## config.mk

```make
export PLATFORM = sky130hd
export DESIGN_NAME = tx_word
export DESIGN_NICKNAME = d
export VERILOG_FILES = /design/src/rtl/tx_word.sv
export SDC_FILE = /design/constraint.sdc
export NUM_CORES = 1
export LEC_CHECK = 0
export ABC_AREA = 1
export CAP_MARGIN = 20
export CORE_MARGIN = 2
export CORE_UTILIZATION = 45
export DETAILED_ROUTE_END_ITERATION = 8
export PLACE_DENSITY = 0.75
export SETUP_SLACK_MARGIN = 0.4
export SLEW_MARGIN = 10
export SYNTH_ARGS = -nofsm -noshare
export SYNTH_HDL_FRONTEND = slang
export SYNTH_SLANG_ARGS = --single-unit
```

## constraint.sdc

```tcl
create_clock -name clk -period 3.45 [get_ports clk]
set_clock_uncertainty 0.1 [all_clocks]
set_input_delay 0.69 -clock clk [delete_from_list [all_inputs] [get_ports clk]]
set_output_delay 0.69 -clock clk [all_outputs]
set_load 0.005 [all_outputs]
```

## src/rtl/tx_word.sv

```systemverilog
// tx_word: 8N1 UART transmitter sending a word as uppercase hex ASCII followed by CR LF
module tx_word #(
  parameter int RESOLUTION = 16
) (
  output logic                  tx,
  input  logic [RESOLUTION-1:0] data,
  input  logic                  clk,
  input  logic                  enable,
  input  logic                  reset,
  output logic                  busy
);
  localparam int NIBBLES = RESOLUTION / 4;
  localparam int CW = $clog2(NIBBLES + 2);
  localparam logic [CW-1:0] CR_IDX = CW'(NIBBLES);
  localparam logic [CW-1:0] LF_IDX = CW'(NIBBLES + 1);
  typedef enum logic [1:0] {IDLE, START, DATA, STOP} state_t;
  state_t state;
  logic [RESOLUTION-1:0] word;
  logic [CW-1:0] idx;
  logic [2:0] bit_cnt;
  logic [3:0] nib;
  logic [7:0] hex;
  logic [7:0] char_cur;
  // the latched word shifts left per character, so its top nibble is always the one being sent
  always_comb begin
    nib = word[RESOLUTION-1 -: 4];
    hex = nib < 4'd10 ? {4'h3, nib} : 8'h37 + {4'h0, nib};
    char_cur = idx == LF_IDX ? 8'h0A : idx == CR_IDX ? 8'h0D : hex;
  end
  // framing state machine with registered tx and busy
  always_ff @(posedge clk or posedge reset) begin
    if (reset) begin
      state   <= IDLE;
      tx      <= 1'b1;
      busy    <= 1'b0;
      word    <= '0;
      idx     <= '0;
      bit_cnt <= '0;
    end else begin
      case (state)
        IDLE: if (enable) begin
          word  <= data;
          idx   <= '0;
          state <= START;
          tx    <= 1'b0;
          busy  <= 1'b1;
        end
        START: begin
          state   <= DATA;
          tx      <= char_cur[0];
          bit_cnt <= '0;
        end
        DATA: if (bit_cnt == 3'd7) begin
          state <= STOP;
          tx    <= 1'b1;
        end else begin
          tx      <= char_cur[bit_cnt + 3'd1];
          bit_cnt <= bit_cnt + 3'd1;
        end
        default: if (idx != LF_IDX) begin
          idx   <= idx + 1'b1;
          word  <= word << 4;
          state <= START;
          tx    <= 1'b0;
        end else if (enable) begin
          word  <= data;
          idx   <= '0;
          state <= START;
          tx    <= 1'b0;
        end else begin
          state <= IDLE;
          busy  <= 1'b0;
        end
      endcase
    end
  end
endmodule

```

==> reports/metrics.csv <==
stage,metric,value,unit
worst_setup_path,R2R depth,7,
die,die area,0.00400,sq mm
layout,Area Overhead vs Synth,20.0,%
layout,Antenna Cells,0,
detailed_routing,drt wl/cell,10.8,um
worst_setup_path,CP max stage cell,clkdlybuf4s50_1,
yosys,top post-synthesis cells by area,"dfrtp_1 40%, o21ai_0 14%, inv_1 11%, nand2_1 8.6%, ha_1 7.9%",
timing,Final Setup Violations,0,
detailed_routing,DR DRC count,0,
worst_setup_path,family with the most delay on the worst path,buffers and inverters,
detailed_routing,Metal-1 WL,1440,um
worst_setup_path,CP max stage delay,450,ps
placement,Placed Area,0.00181,sq mm
detailed_routing,First DRT Iteration DRCs,40,
layout,post-route cell area,0.00189,sq mm
placement,PortBufs,20,
global_routing,Tot GR Track Use,0.174,
clock_network,clk sinks,26,
clock_network,H-tree levels,1,
pwr,PD cells,292,mW/mm^2
placement,placer congestion estimate,0.774,
worst_setup_path,sum of buffers and inverters on the critical path,4,
hold_path,Hold Path Class,reg2reg,
hold_path,Min-Delay Path Depth,2,
clock_network,clk root buf,clkbuf_4,
detailed_routing,met3 WL,68,um
clock_network,Setup Buffers After CTS,0,
pwr,P_leak,0.961,nW
die,die width,63.2,um
clock_network,Post-CTS Hold Buffers,0,
global_routing,vias in the first global route,1325,
layout,most frequent cells in the layout,"45 x inv_1, 44 x o21ai_0, 36 x nand2_1",
hold_path,Hold EP,tx$_DFF_PP1_,
yosys,sequential area share after synthesis,0.413,
timing,Rel. slew slack,0.645,
yosys,Seq cells post-synth,26,
timing,"Period Utilization, post-route",0.647,
status,status,"complete, no violations",
detailed_routing,top sig layer,met4,
yosys,Synthesized Nets,239,
yosys,Synth top area share,0.396,
layout,"commonest non-fill, non-tap cell in the layout",inv_1,
hold_path,HP Start,tx$_DFF_PP1_,
clock_network,TritonCTS clock tree,done,
timing,slew at the pin closest to its max-slew limit,533,ps
worst_setup_path,R2R Path Start,state[0]$_DFFE_PP0P_,
clock_network,CTS Buf Count,3,
timing,fin. max-slew vios,0,
timing,final setup TNS,0,ps
worst_setup_path,most frequent CP cell,inv_1,
clock_network,Max Buffers Root-to-Sink,2,
run,max_cap viols,0,
worst_setup_path,"Max FO, Critical Path",22,
detailed_routing,drt total wl,2980,um
worst_setup_path,Crit path required time,3600,ps
worst_setup_path,"Arr. time, crit path",2380,ps
worst_setup_path,Crit. End Element,flop,
timing,RSZ-0062 raised after global routing,no,
global_routing,initial antenna violation count,0,
pwr,peak supply drop,0.157,mV
worst_setup_path,CP Launch Type,primary input,
timing,FMAX,448,MHz
global_routing,largest net degree at the start of global routing,27,
die,die height,63.2,um
clock_network,Clock Latency Late Sink,330,ps
worst_setup_path,"Cell Chain, Critical Path",clkdlybuf4s50_1 -> inv_1 -> nor2_1 -> inv_1 -> nand2_1 -> o21ai_0 -> inv_1,
die,I/O pin total,21,
yosys,Synth area leader,dfrtp_1,
layout,Nets,260,
die,Row Count,21,
die,core box area,0.00336,sq mm
clock_network,"CTS clk-pin slew, worst paths",150,ps
yosys,synthesized cell area,0.00158,sq mm
worst_setup_path,reg-to-reg critical path endpoint,word[8]$_DFFE_PP0N_,
global_routing,GRT overflow,0,
detailed_routing,via count,1344,
yosys,Syn Area/Cell,7.52,sq um
global_routing,first-pass GRT wire length,5620,um
detailed_routing,routed vias/inst,4.87,
layout,fill cell count,335,
yosys,Ys Warns,0,
yosys,Mapped Cells,210,
detailed_routing,Final ANT Viol Nets,0,
detailed_routing,DR pass1 iterations,4,
worst_setup_path,r2r setup slk,1230,ps
layout,layout cells sized above 1,0.0739,
timing,min cycle time layout,2230,ps
placement,HPWL after detailed placement,2190,um
timing,Final Hold Vio Count,0,
die,Starting Density,0.469,
yosys,count of different cell masters after synthesis,24,
worst_setup_path,critical path class,in2reg,
clock_network,CTS resizes,0,
detailed_routing,met2 wire length,1440,um
[registers in the layout, summed over array words and instances (netlist names)]
register	cells
bit_cnt	3
busy	1
idx	3
state	2
tx	1
word	16
[final cells by class]
cell class              count  area [sq um]  area share
repair buffers             21           228       0.120
flip-flops and latches     26           652       0.344
clock buffers               3          22.5      0.0119
multi-input cells         132           728       0.384
well taps                  46          57.6      0.0304
inverters                  47           176      0.0931
clock inverters             1          30.0      0.0159
[worst max path at each step]
| stage | from | to | slack, ps | cells after the start |
|---|---|---|---|---|
| finish | enable | word[8]$_DFFE_PP0N_ | 1220 | 7 |
| global route | enable | word[10]$_DFFE_PP0N_ | 950 | 7 |
| CTS | enable | word[9]$_DFFE_PP0N_ | 1200 | 7 |
| detailed placement | enable | word[9]$_DFFE_PP0N_ | 840 | 7 |
| global placement | enable | word[12]$_DFFE_PP0N_ | 860 | 7 |
| floorplan | state[0]$_DFFE_PP0P_ | word[10]$_DFFE_PP0N_ | 1810 | 9 |
[tightest hold or removal path, cell delays in order (launching register included)]
cell and delay [ps]:
dfstp_2 410, nand3_1 70, nand2_1 50
[cells in the mapped netlist]
library cell and instances:
o21ai_0 44, nor2_1 14, o22ai_1 2, inv_1 45
nand3_1 4, o21ai_1 4, nor2_2 1, nor2_4 2
inv_2 2, dfstp_2 1, ha_1 10, clkbuf_1 2
nand4_2 1, nand3_2 1, o21a_1 1, buf_2 3
a21boi_1 1, a32oi_1 1, a21oi_2 1, nand2_2 3
a211oi_1 4, a21oi_1 2, nand2_1 36, dfrtp_1 25
[cells by family after synthesis]
| family | Yosys count | synth area share |
|---|---|---|
| DFF | 26 | 0.413 |
| AOI/OAI and AO/OA | 60 | 0.206 |
| and+or+nand+nor | 62 | 0.176 |
| adders and majority gates | 10 | 0.0792 |
| buffers and inverters | 52 | 0.126 |
[per-stage QoR]
step / cells / util / hold WS (ps) / power [W] / setup WS [ps]
after global routing: 276 / 0.563 / 447 / 0.000570 / 947
after global placement: 271 / 0.539 / 375 / 0.000340 / 863
after floorplan: 210 / - / 353 / 0.000317 / 1810
after detailed placement: 271 / 0.539 / 385 / 0.000340 / 836
after CTS: 275 / 0.555 / 412 / 0.000551 / 1200
final: 276 / 0.563 / 409 / 0.000553 / 1220
[where the power goes]
group	internal (W)	leakage (nW)	total, W	switching, W
clock	0.000118	0.0279	0.000215	0.0000975
combinational	0.0000221	0.598	0.0000319	0.00000987
sequential	0.000305	0.335	0.000306	0.000000376
[routing by layer]
layer  vias to the layer above  track usage
li1                        704            -
met1                       618        0.229
met2                        18        0.294
met3                         4       0.0161
met4                         0       0.0734
met5                         -            0
Power figures use the tool's default switching activity.
